**src/rtl/comms_xfer_scheduler_if.sv**
```systemverilog
// comms_xfer_scheduler_if: requester/serializer bus of the link scheduler; master drives requests and link status, slave is the scheduler
interface comms_xfer_scheduler_if #(parameter int WIDTH = 256);
  logic req_a, req_b, peer_ready, tx_done;
  logic [WIDTH-1:0] data_a, data_b, tx_data;
  logic grant_a, grant_b, start_tx, busy, done, err;
  logic [3:0] retry_cnt;
  modport master (
    output req_a, data_a, req_b, data_b, peer_ready, tx_done,
    input  grant_a, grant_b, start_tx, tx_data, busy, done, err, retry_cnt
  );
  modport slave (
    input  req_a, data_a, req_b, data_b, peer_ready, tx_done,
    output grant_a, grant_b, start_tx, tx_data, busy, done, err, retry_cnt
  );
endinterface

```
**src/rtl/comms_xfer_scheduler.sv**
```systemverilog
// comms_xfer_scheduler: round-robin shares the serial link between A and B, pulses start, supervises completion with timeout and retry
// Ports: clk, rst (sync, active high); bus.slave carries req_a/data_a, req_b/data_b,
// peer_ready, tx_done in and grant_a, grant_b, start_tx, tx_data, busy, done, err, retry_cnt out.
module comms_xfer_scheduler #(
  parameter int WIDTH     = 256,
  parameter int TIMEOUT   = 1024,
  parameter int MAX_RETRY = 3
) (
  input logic clk,
  input logic rst,
  comms_xfer_scheduler_if.slave bus
);
  localparam int TW = $clog2(TIMEOUT);
  localparam logic [1:0] IDLE = 2'd0, WAIT_PEER = 2'd1, START = 2'd2, XFER = 2'd3;
  logic [1:0] state;
  logic [TW-1:0] timer;
  logic last_b, pick_a, expire, can_retry;
  always_comb begin
    pick_a    = bus.req_a & (~bus.req_b | last_b);
    // tx_done beats a coinciding timeout, and peer_ready beats one in WAIT_PEER
    expire    = timer == TW'(TIMEOUT - 1) &&
                ((state == WAIT_PEER && !bus.peer_ready) || (state == XFER && !bus.tx_done));
    can_retry = bus.retry_cnt != 4'(MAX_RETRY);
  end
  always_ff @(posedge clk) begin
    if (rst) begin
      state         <= IDLE;
      timer         <= '0;
      last_b        <= 1'b1;
      bus.grant_a   <= 1'b0;
      bus.grant_b   <= 1'b0;
      bus.start_tx  <= 1'b0;
      bus.done      <= 1'b0;
      bus.err       <= 1'b0;
      bus.busy      <= 1'b0;
      bus.tx_data   <= '0;
      bus.retry_cnt <= '0;
    end else begin
      bus.grant_a  <= 1'b0;
      bus.grant_b  <= 1'b0;
      bus.start_tx <= 1'b0;
      bus.done     <= 1'b0;
      bus.err      <= 1'b0;
      if (expire) begin
        if (can_retry) begin
          bus.retry_cnt <= bus.retry_cnt + 4'd1;
          timer         <= '0;
          state         <= WAIT_PEER;
        end else begin
          state    <= IDLE;
          bus.busy <= 1'b0;
          bus.err  <= 1'b1;
        end
      end else begin
        case (state)
          IDLE: if (bus.req_a | bus.req_b) begin
            state         <= WAIT_PEER;
            bus.busy      <= 1'b1;
            bus.grant_a   <= pick_a;
            bus.grant_b   <= ~pick_a;
            last_b        <= ~pick_a;
            bus.tx_data   <= pick_a ? bus.data_a : bus.data_b;
            bus.retry_cnt <= '0;
            timer         <= '0;
          end
          WAIT_PEER: if (bus.peer_ready) begin
            state        <= START;
            bus.start_tx <= 1'b1;
          end else timer <= timer + 1'b1;
          START: begin
            state <= XFER;
            timer <= '0;
          end
          default: if (bus.tx_done) begin
            state    <= IDLE;
            bus.busy <= 1'b0;
            bus.done <= 1'b1;
          end else timer <= timer + 1'b1;
        endcase
      end
    end
  end
endmodule
```
**src/flat_wrapper.sv**
```systemverilog
// flat-port wrapper written by rule: the top's interface ports become plain ports
module comms_xfer_scheduler_flat 
#(
  parameter int WIDTH     = 256,
  parameter int TIMEOUT   = 1024,
  parameter int MAX_RETRY = 3
)
  (clk, rst, bus_req_a, bus_data_a, bus_req_b, bus_data_b, bus_peer_ready, bus_tx_done, bus_grant_a, bus_grant_b, bus_start_tx, bus_tx_data, bus_busy, bus_done, bus_err, bus_retry_cnt);
  comms_xfer_scheduler_if #(.WIDTH(WIDTH)) bus_i ();
  input logic clk;
  input logic rst;
  input wire logic [$bits(bus_i.req_a)-1:0] bus_req_a;
  input wire logic [$bits(bus_i.data_a)-1:0] bus_data_a;
  input wire logic [$bits(bus_i.req_b)-1:0] bus_req_b;
  input wire logic [$bits(bus_i.data_b)-1:0] bus_data_b;
  input wire logic [$bits(bus_i.peer_ready)-1:0] bus_peer_ready;
  input wire logic [$bits(bus_i.tx_done)-1:0] bus_tx_done;
  output wire logic [$bits(bus_i.grant_a)-1:0] bus_grant_a;
  output wire logic [$bits(bus_i.grant_b)-1:0] bus_grant_b;
  output wire logic [$bits(bus_i.start_tx)-1:0] bus_start_tx;
  output wire logic [$bits(bus_i.tx_data)-1:0] bus_tx_data;
  output wire logic [$bits(bus_i.busy)-1:0] bus_busy;
  output wire logic [$bits(bus_i.done)-1:0] bus_done;
  output wire logic [$bits(bus_i.err)-1:0] bus_err;
  output wire logic [$bits(bus_i.retry_cnt)-1:0] bus_retry_cnt;
  assign bus_i.req_a = bus_req_a;
  assign bus_i.data_a = bus_data_a;
  assign bus_i.req_b = bus_req_b;
  assign bus_i.data_b = bus_data_b;
  assign bus_i.peer_ready = bus_peer_ready;
  assign bus_i.tx_done = bus_tx_done;
  assign bus_grant_a = bus_i.grant_a;
  assign bus_grant_b = bus_i.grant_b;
  assign bus_start_tx = bus_i.start_tx;
  assign bus_tx_data = bus_i.tx_data;
  assign bus_busy = bus_i.busy;
  assign bus_done = bus_i.done;
  assign bus_err = bus_i.err;
  assign bus_retry_cnt = bus_i.retry_cnt;
  comms_xfer_scheduler #(.WIDTH(WIDTH), .TIMEOUT(TIMEOUT), .MAX_RETRY(MAX_RETRY)) u_core (.clk(clk), .rst(rst), .bus(bus_i));
endmodule
```
**config.mk**
```make
export PLATFORM = sky130hd
export DESIGN_NAME = comms_xfer_scheduler_flat
export DESIGN_NICKNAME = d
export VERILOG_FILES = /design/src/rtl/comms_xfer_scheduler_if.sv /design/src/rtl/comms_xfer_scheduler.sv /design/src/flat_wrapper.sv
export SDC_FILE = /design/constraint.sdc
export NUM_CORES = 1
export LEC_CHECK = 0
export CORE_AREA = 3 3 302 304
export DETAILED_ROUTE_END_ITERATION = 8
export DIE_AREA = 0 0 305 307
export GPL_ROUTABILITY_DRIVEN = 0
export PLACE_DENSITY_LB_ADDON = 0.2
export SLEW_MARGIN = 15
export SYNTH_ARGS = -nofsm -noshare
export SYNTH_HDL_FRONTEND = slang
export SYNTH_SLANG_ARGS = --single-unit
export TNS_END_PERCENT = 50
```
**constraint.sdc**
```tcl
create_clock -name clk -period 2.6 [get_ports clk]
set_clock_uncertainty 0.15 [all_clocks]
set_input_delay 0.52 -clock clk [delete_from_list [all_inputs] [get_ports clk]]
set_output_delay 0.52 -clock clk [all_outputs]
set_load 0.01 [all_outputs]
```
After elaboration in Yosys (flattened, before gate mapping)
Cells that the tools add are included.
- register bits after elaboration: 279
- output and inout bits: 266
- logic and storage cells: 80
- add/subtract/negate cells: 2
- equality and inequality tests: 12
- mux-type cells: 25
- bitwise gates (word level): 9
- reductions and logical operators: 21
- operators with widths (operator ; count):
    two-way mux 256 bit ; 1
    two-way mux 10 bit ; 5
    one-hot mux 10 bit (3 select lines) ; 1
    two-way mux 4 bit ; 4
    adder 10 x 1 -> 10 bit, second input constant ; 1
    == test 10 bit, second input constant ; 1
    AND reduction 3 bit ; 3
    two-way mux 1 bit ; 8
    two-way mux 2 bit ; 4
    AND reduction 4 bit ; 2
    inequality test 3 x 2 -> 1 bit, second input constant ; 2
    inverter 1 bit ; 6
    one-hot mux 2 bit (3 select lines) ; 1
    inequality test 5 x 1 -> 1 bit, second input constant ; 1
    nonzero test 5 bit ; 1
    OR reduction 5 bit ; 1
    adder 4 x 1 -> 4 bit, second input constant ; 1
    == test 2 bit, second input constant ; 2
    inequality test 2 bit, second input constant ; 2
    inequality test 4 x 2 -> 1 bit, second input constant ; 1
    nonzero test 2 bit ; 2
    OR reduction 2 bit ; 2
    OR reduction 4 bit ; 1
    logical AND 1 bit ; 3
    11 further kinds ; 13

Longest topological paths before layout
- word-level depth: 6
- depth in mapped cells: 9
- depth with buffers taken out: 7

Least setup slack after synthesis
Ideal clock, no wire load.
- path type: input -> register
- start: in bus_tx_done
- end: reg u_core.timer[8]
- library setup time: 120 ps
- arrival: 1997 ps
- data required time: 2330 ps
- setup slack: 333 ps
- stages: 5
- path buffers: 0
- path through: or2b_4 > a2111o_1 > mux2_4 > and2_4 > a211o_1
- longest elaborated chain between the ends: 6
- elaborated cells on any way between the ends: 10
- classes of those cells: eq/ne (4); mux (1); reduce/logical (5)
- RTL lines (item ; RTL line ; text):
    start: declaration ; flat_wrapper.sv:17 ; input wire logic [$bits(bus_i.tx_done)-1:0] bus_tx_done;
    zero test 1 bit ; comms_xfer_scheduler.sv:22 ; ((state == WAIT_PEER && !bus.peer_ready) || (state == XFER && !bus.tx_done));
    logical AND 1 bit ; comms_xfer_scheduler.sv:22 ;
    logical OR 1 bit ; comms_xfer_scheduler.sv:22 ;
    logical AND 1 bit ; comms_xfer_scheduler.sv:21 ; expire = timer == TW'(TIMEOUT - 1) &&
    inequality test 5 x 1 -> 1 bit (no source line) (tied with other cells) ; n/a ;
    AND reduction 4 bit (no source line) ; n/a ;
    end signal: assignment ; comms_xfer_scheduler.sv:69 ; end else timer <= timer + 1'b1;
    end signal: assignment ; comms_xfer_scheduler.sv:78 ; end else timer <= timer + 1'b1;
    end: declaration ; comms_xfer_scheduler.sv:16 ; logic [TW-1:0] timer;
Several ways; a longest one is shown, not always the timed one.
A chain may end at the register's enable or synchronous reset.

Worst setup path after layout
- start: reg u_core.state[1]
- end: reg u_core.timer[9]
- longest elaborated chain between the ends: 6
- elaborated cells on any way between the ends: 15
- classes of those cells: eq/ne (7); mux (2); reduce/logical (6)
- RTL lines (item ; RTL line ; text):
    start: declaration ; comms_xfer_scheduler.sv:15 ; logic [1:0] state;
    start signal: assignment ; comms_xfer_scheduler.sv:27 ; state <= IDLE;
    start signal: assignment ; comms_xfer_scheduler.sv:48 ; state <= WAIT_PEER;
    start signal: assignment ; comms_xfer_scheduler.sv:50 ; state <= IDLE;
    == test 2 x 1 -> 1 bit or == test 2 bit (tied branches) ; comms_xfer_scheduler.sv:22, comms_xfer_scheduler.sv:55 ;
    logical AND 1 bit ; comms_xfer_scheduler.sv:22 ;
    logical OR 1 bit ; comms_xfer_scheduler.sv:22 ;
    logical AND 1 bit ; comms_xfer_scheduler.sv:21 ;
    inequality test 5 x 1 -> 1 bit (no source line) (tied with other cells) ; n/a ;
    AND reduction 4 bit (no source line) ; n/a ;
Several ways; a longest one is shown, not always the timed one.

==> flow_summary.json <==
{
  "status": "complete, but fails checks",
  "violations": "DRC",
  "path_buf_inv": 0,
  "required_ps": 2860,
  "cts_setup_buffers": 0,
  "grt_pass1_wl_um": 87950,
  "coreArea_um2": 88510,
  "worstHoldStart": "rst",
  "crit_type": "flip-flop to flip-flop",
  "tightest_slew_ps": 756.2,
  "p_sw_uw": 7198,
  "cts.reportedPaths.clkPinSlew_ps": 50,
  "synth-seq-cells": 279,
  "clockBufferDepth": 3,
  "syn_nets": 1558,
  "hold_violations": 0,
  "synth_area_per_cell_um2": 10.04,
  "overflow": 0,
  "setup_viol": 0,
  "cts_buffers": 40,
  "via_per_inst": 4.169,
  "fp.dieH_um": 307,
  "leakagePower_uw": 0.007606,
  "yosys_warnings": 0,
  "grt_pass1_vias": 12930,
  "rsz0062_at_grt": "no",
  "powerDensity_nw_per_um2": 962.6,
  "worstReg2RegStart": "u_core.state[1]",
  "synth_top_family_by_area": "compound AO/OA/AOI/OAI gates",
  "cp_slowest_stage_delay_ps": 440,
  "synthAdderAreaFrac_pct": 0.7231,
  "yosysSeqAreaShare_pct": 53.80,
  "min_period_over_period_pct": 92.38,
  "wire_per_inst_um": 20.64,
  "power_frac_comb_pct": 44.5,
  "placementRows": 109,
  "crit_slowest_cell": "a2111o_1",
  "hpwl_um": 45430,
  "synth-simple-area-share_pct": 13.06,
  "r2r_end": "u_core.timer[9]",
  "worst_setup_path_end_kind": "flip-flop",
  "r2r_cells": 6,
  "worstPathCellList": "ha_1, or2b_4, a2111o_1, mux2_4, and2_4, a211o_1",
  "place_area_um2": 19970,
  "max_slew_margin_pct": 49.59,
  "vias": 12460,
  "synth_xor_area_share_pct": 0,
  "ys_async_sr_fraction_pct": 0,
  "p_sw_share_pct": 35.24,
  "synth.area.mux_share_pct": 0.1446,
  "synth_area_um2": 10380,
  "synth_area_leader_cell": "dfxtp_1",
  "reg2reg_slack_ps": 200,
  "ys.flop_type": "dfxtp_1",
  "routed_wl_um": 61680,
  "period_minus_slack_ps": 2402,
  "min_to": "u_core.state[1]",
  "cp_top_family": "compound AO/OA/AOI/OAI gates",
  "crit_path_start_kind": "flip-flop",
  "cp.arrival_ps": 2660,
  "setup_tns_ps": 0,
  "io_buffer_count": 783,
  "ant_nets": 0,
  "synth.distinct_cells": 47,
  "drive_gt1_share_pct": 7.409,
  "synth-compound-area-share_pct": 27.80,
  "holdPathStages": 3,
  "final_nets": 2324,
  "synthTopCellsByArea": "dfxtp_1 54%, a222oi_1 25%, nor2_1 9.9%",
  "cts_tree": "yes",
  "clk_latency_ps": 530,
  "synth_edf_count": 0,
  "synth_top_area_share_pct": 53.80,
  "fmax_ghz": 0.4163,
  "min_path_type": "input port to flip-flop",
  "fin_area_um2": 21220,
  "htree_levels": 2,
  "io_pins": 784,
  "syn2layout_area_growth_pct": 104.4,
  "antenna_found_initial": 1,
  "cts-root-buf": "clkbuf_16",
  "dr.first_iter.drc_count": 1650,
  "drc": 4,
  "maxCapViolCount": 0,
  "grt_max_degree": 115,
  "cts_sinks": 279,
  "dieArea_um2": 93640,
  "synth_cells": 1034,
  "peakVddDrop_mv": 0.4975,
  "p_int_uw": 13230,
  "firstDrtPassIters": 9,
  "worstPathMaxFanout": 8,
  "seqPwrFrac_pct": 29.6,
  "initial_core_util_pct": 11.73,
  "grt_util_all_layers_pct": 12.26,
  "pwr-share-clk_pct": 25.9,
  "drv_slew": 0,
  "die_w_um": 305
}
-- flip-flops by register name (all words and copies together), names as in the netlist --
register,cells
u_core.bus.grant_a,1
u_core.bus.grant_b,1
u_core.state,2
u_core.bus.done,1
u_core.bus.err,1
u_core.last_b,1
u_core.timer,10
u_core.bus.start_tx,1
u_core.bus.retry_cnt,4
u_core.bus.busy,1
u_core.bus.tx_data,256
-- stage by stage --
stage	util (%)	hold slack, ps	instances	setup slack (ps)	total power [uW]
after floorplan	-	326.5	1034	332.8	10090
after global placement	22.56	328.6	2923	-166.0	15280
after detailed placement	22.56	338.5	2923	-162.2	15280
after CTS	23.97	306.1	2987	153.0	20810
after global routing	23.97	329.2	2988	124.2	21650
final	23.97	331.3	2988	198.1	20420
-- cell usage in the layout, fill, tap and decap left out, types with 3 or more instances in the layout --
cell type	n
a211o_1	3
a21oi_1	10
a222oi_1	256
and3_1	5
buf_12	21
buf_4	38
clkbuf_1	6
clkbuf_16	41
clkbuf_8	9
clkdlybuf4s50_1	782
clkinv_2	4
clkinv_4	4
dfxtp_1	279
ha_1	5
inv_1	5
nand2_1	11
nand2b_1	3
nand3_1	8
nor2_1	273
nor3_1	3
nor3b_1	6
o21ai_0	9
or3_1	3
-- layer usage --
metal	part of all wire, %	GRT usage, %
met5	0	0
met2	53	23.02
met3	7.4	3.209
met4	1.9	3.076
met1	38	13.69
-- synth_stat cells (2+ instances only) --
master and number:
dfxtp_1 279, nor2_1 273, a222oi_1 256, clkbuf_1 104
buf_1 12, a21oi_1 11, nand2_1 11, o21ai_0 9
nand3_1 8, and3_1 6, ha_1 6, nor3b_1 6
inv_1 5, a211o_1 3, nand2b_1 3, nor3_1 3
or3_1 3, a211oi_1 2, a21o_1 2, a21o_2 2
and3_2 2, nor4_1 2, o2bb2ai_1 2
-- worst max-delay path by stage --
| stage | depth (start not counted) | slack, ps | endpoint | from |
|---|---|---|---|---|
| 2_1_floorplan | 5 | 330 | u_core.timer[8] | bus_tx_done |
| 3_3_place_gp | 6 | -170 | u_core.timer[8] | bus_tx_done |
| 3_5_place_dp | 6 | -160 | u_core.timer[9] | bus_tx_done |
| 4_1_cts | 7 | 150 | u_core.timer[9] | u_core.state[0] |
| 5_1_grt | 8 | 120 | u_core.state[0] | u_core.state[0] |
| 6_report | 6 | 200 | u_core.timer[9] | u_core.state[1] |
-- tightest hold or removal path: stages --
cell      delay, ps
clkbuf_8        140
buf_12          170
nor2_1          120
-- power groups by stage --
stage               Sequential, uW  Combinational, uW  Clock (uW)
floorplan                     6490               3600           0
global placement              6090               9190           0
detailed placement            6100               9180           0
CTS                           6040               9220        5550
global route                  6170               9800        5690
finish                        6050               9090        5280
-- cell families after synthesis --
logic type | after synthesis
AO/OA/AOI/OAI | 300
adder cells (fa/ha/maj) | 6
flip-flops | 279
multiplexers | 1
buffers and inverters | 123
AND/OR/NAND/NOR | 325
-- layout make-up --
class	instances	area, um2
inverters	5	18.77
repair buffers	842	8547
flip-flops and latches	279	5585
fillers	9461	67290
multi-input cells	632	4363
diodes	1	2.502
clock inverters	9	85.08
well taps	1165	1458
clock buffers	55	1159
-- timing repair --
action	4_1_cts	5_1_grt
gates resized for setup	0	2
setup endpoints to repair	0	1
hold endpoints to repair	0	0
hold buffers	0	0
(Power assumes the default switching activity.)
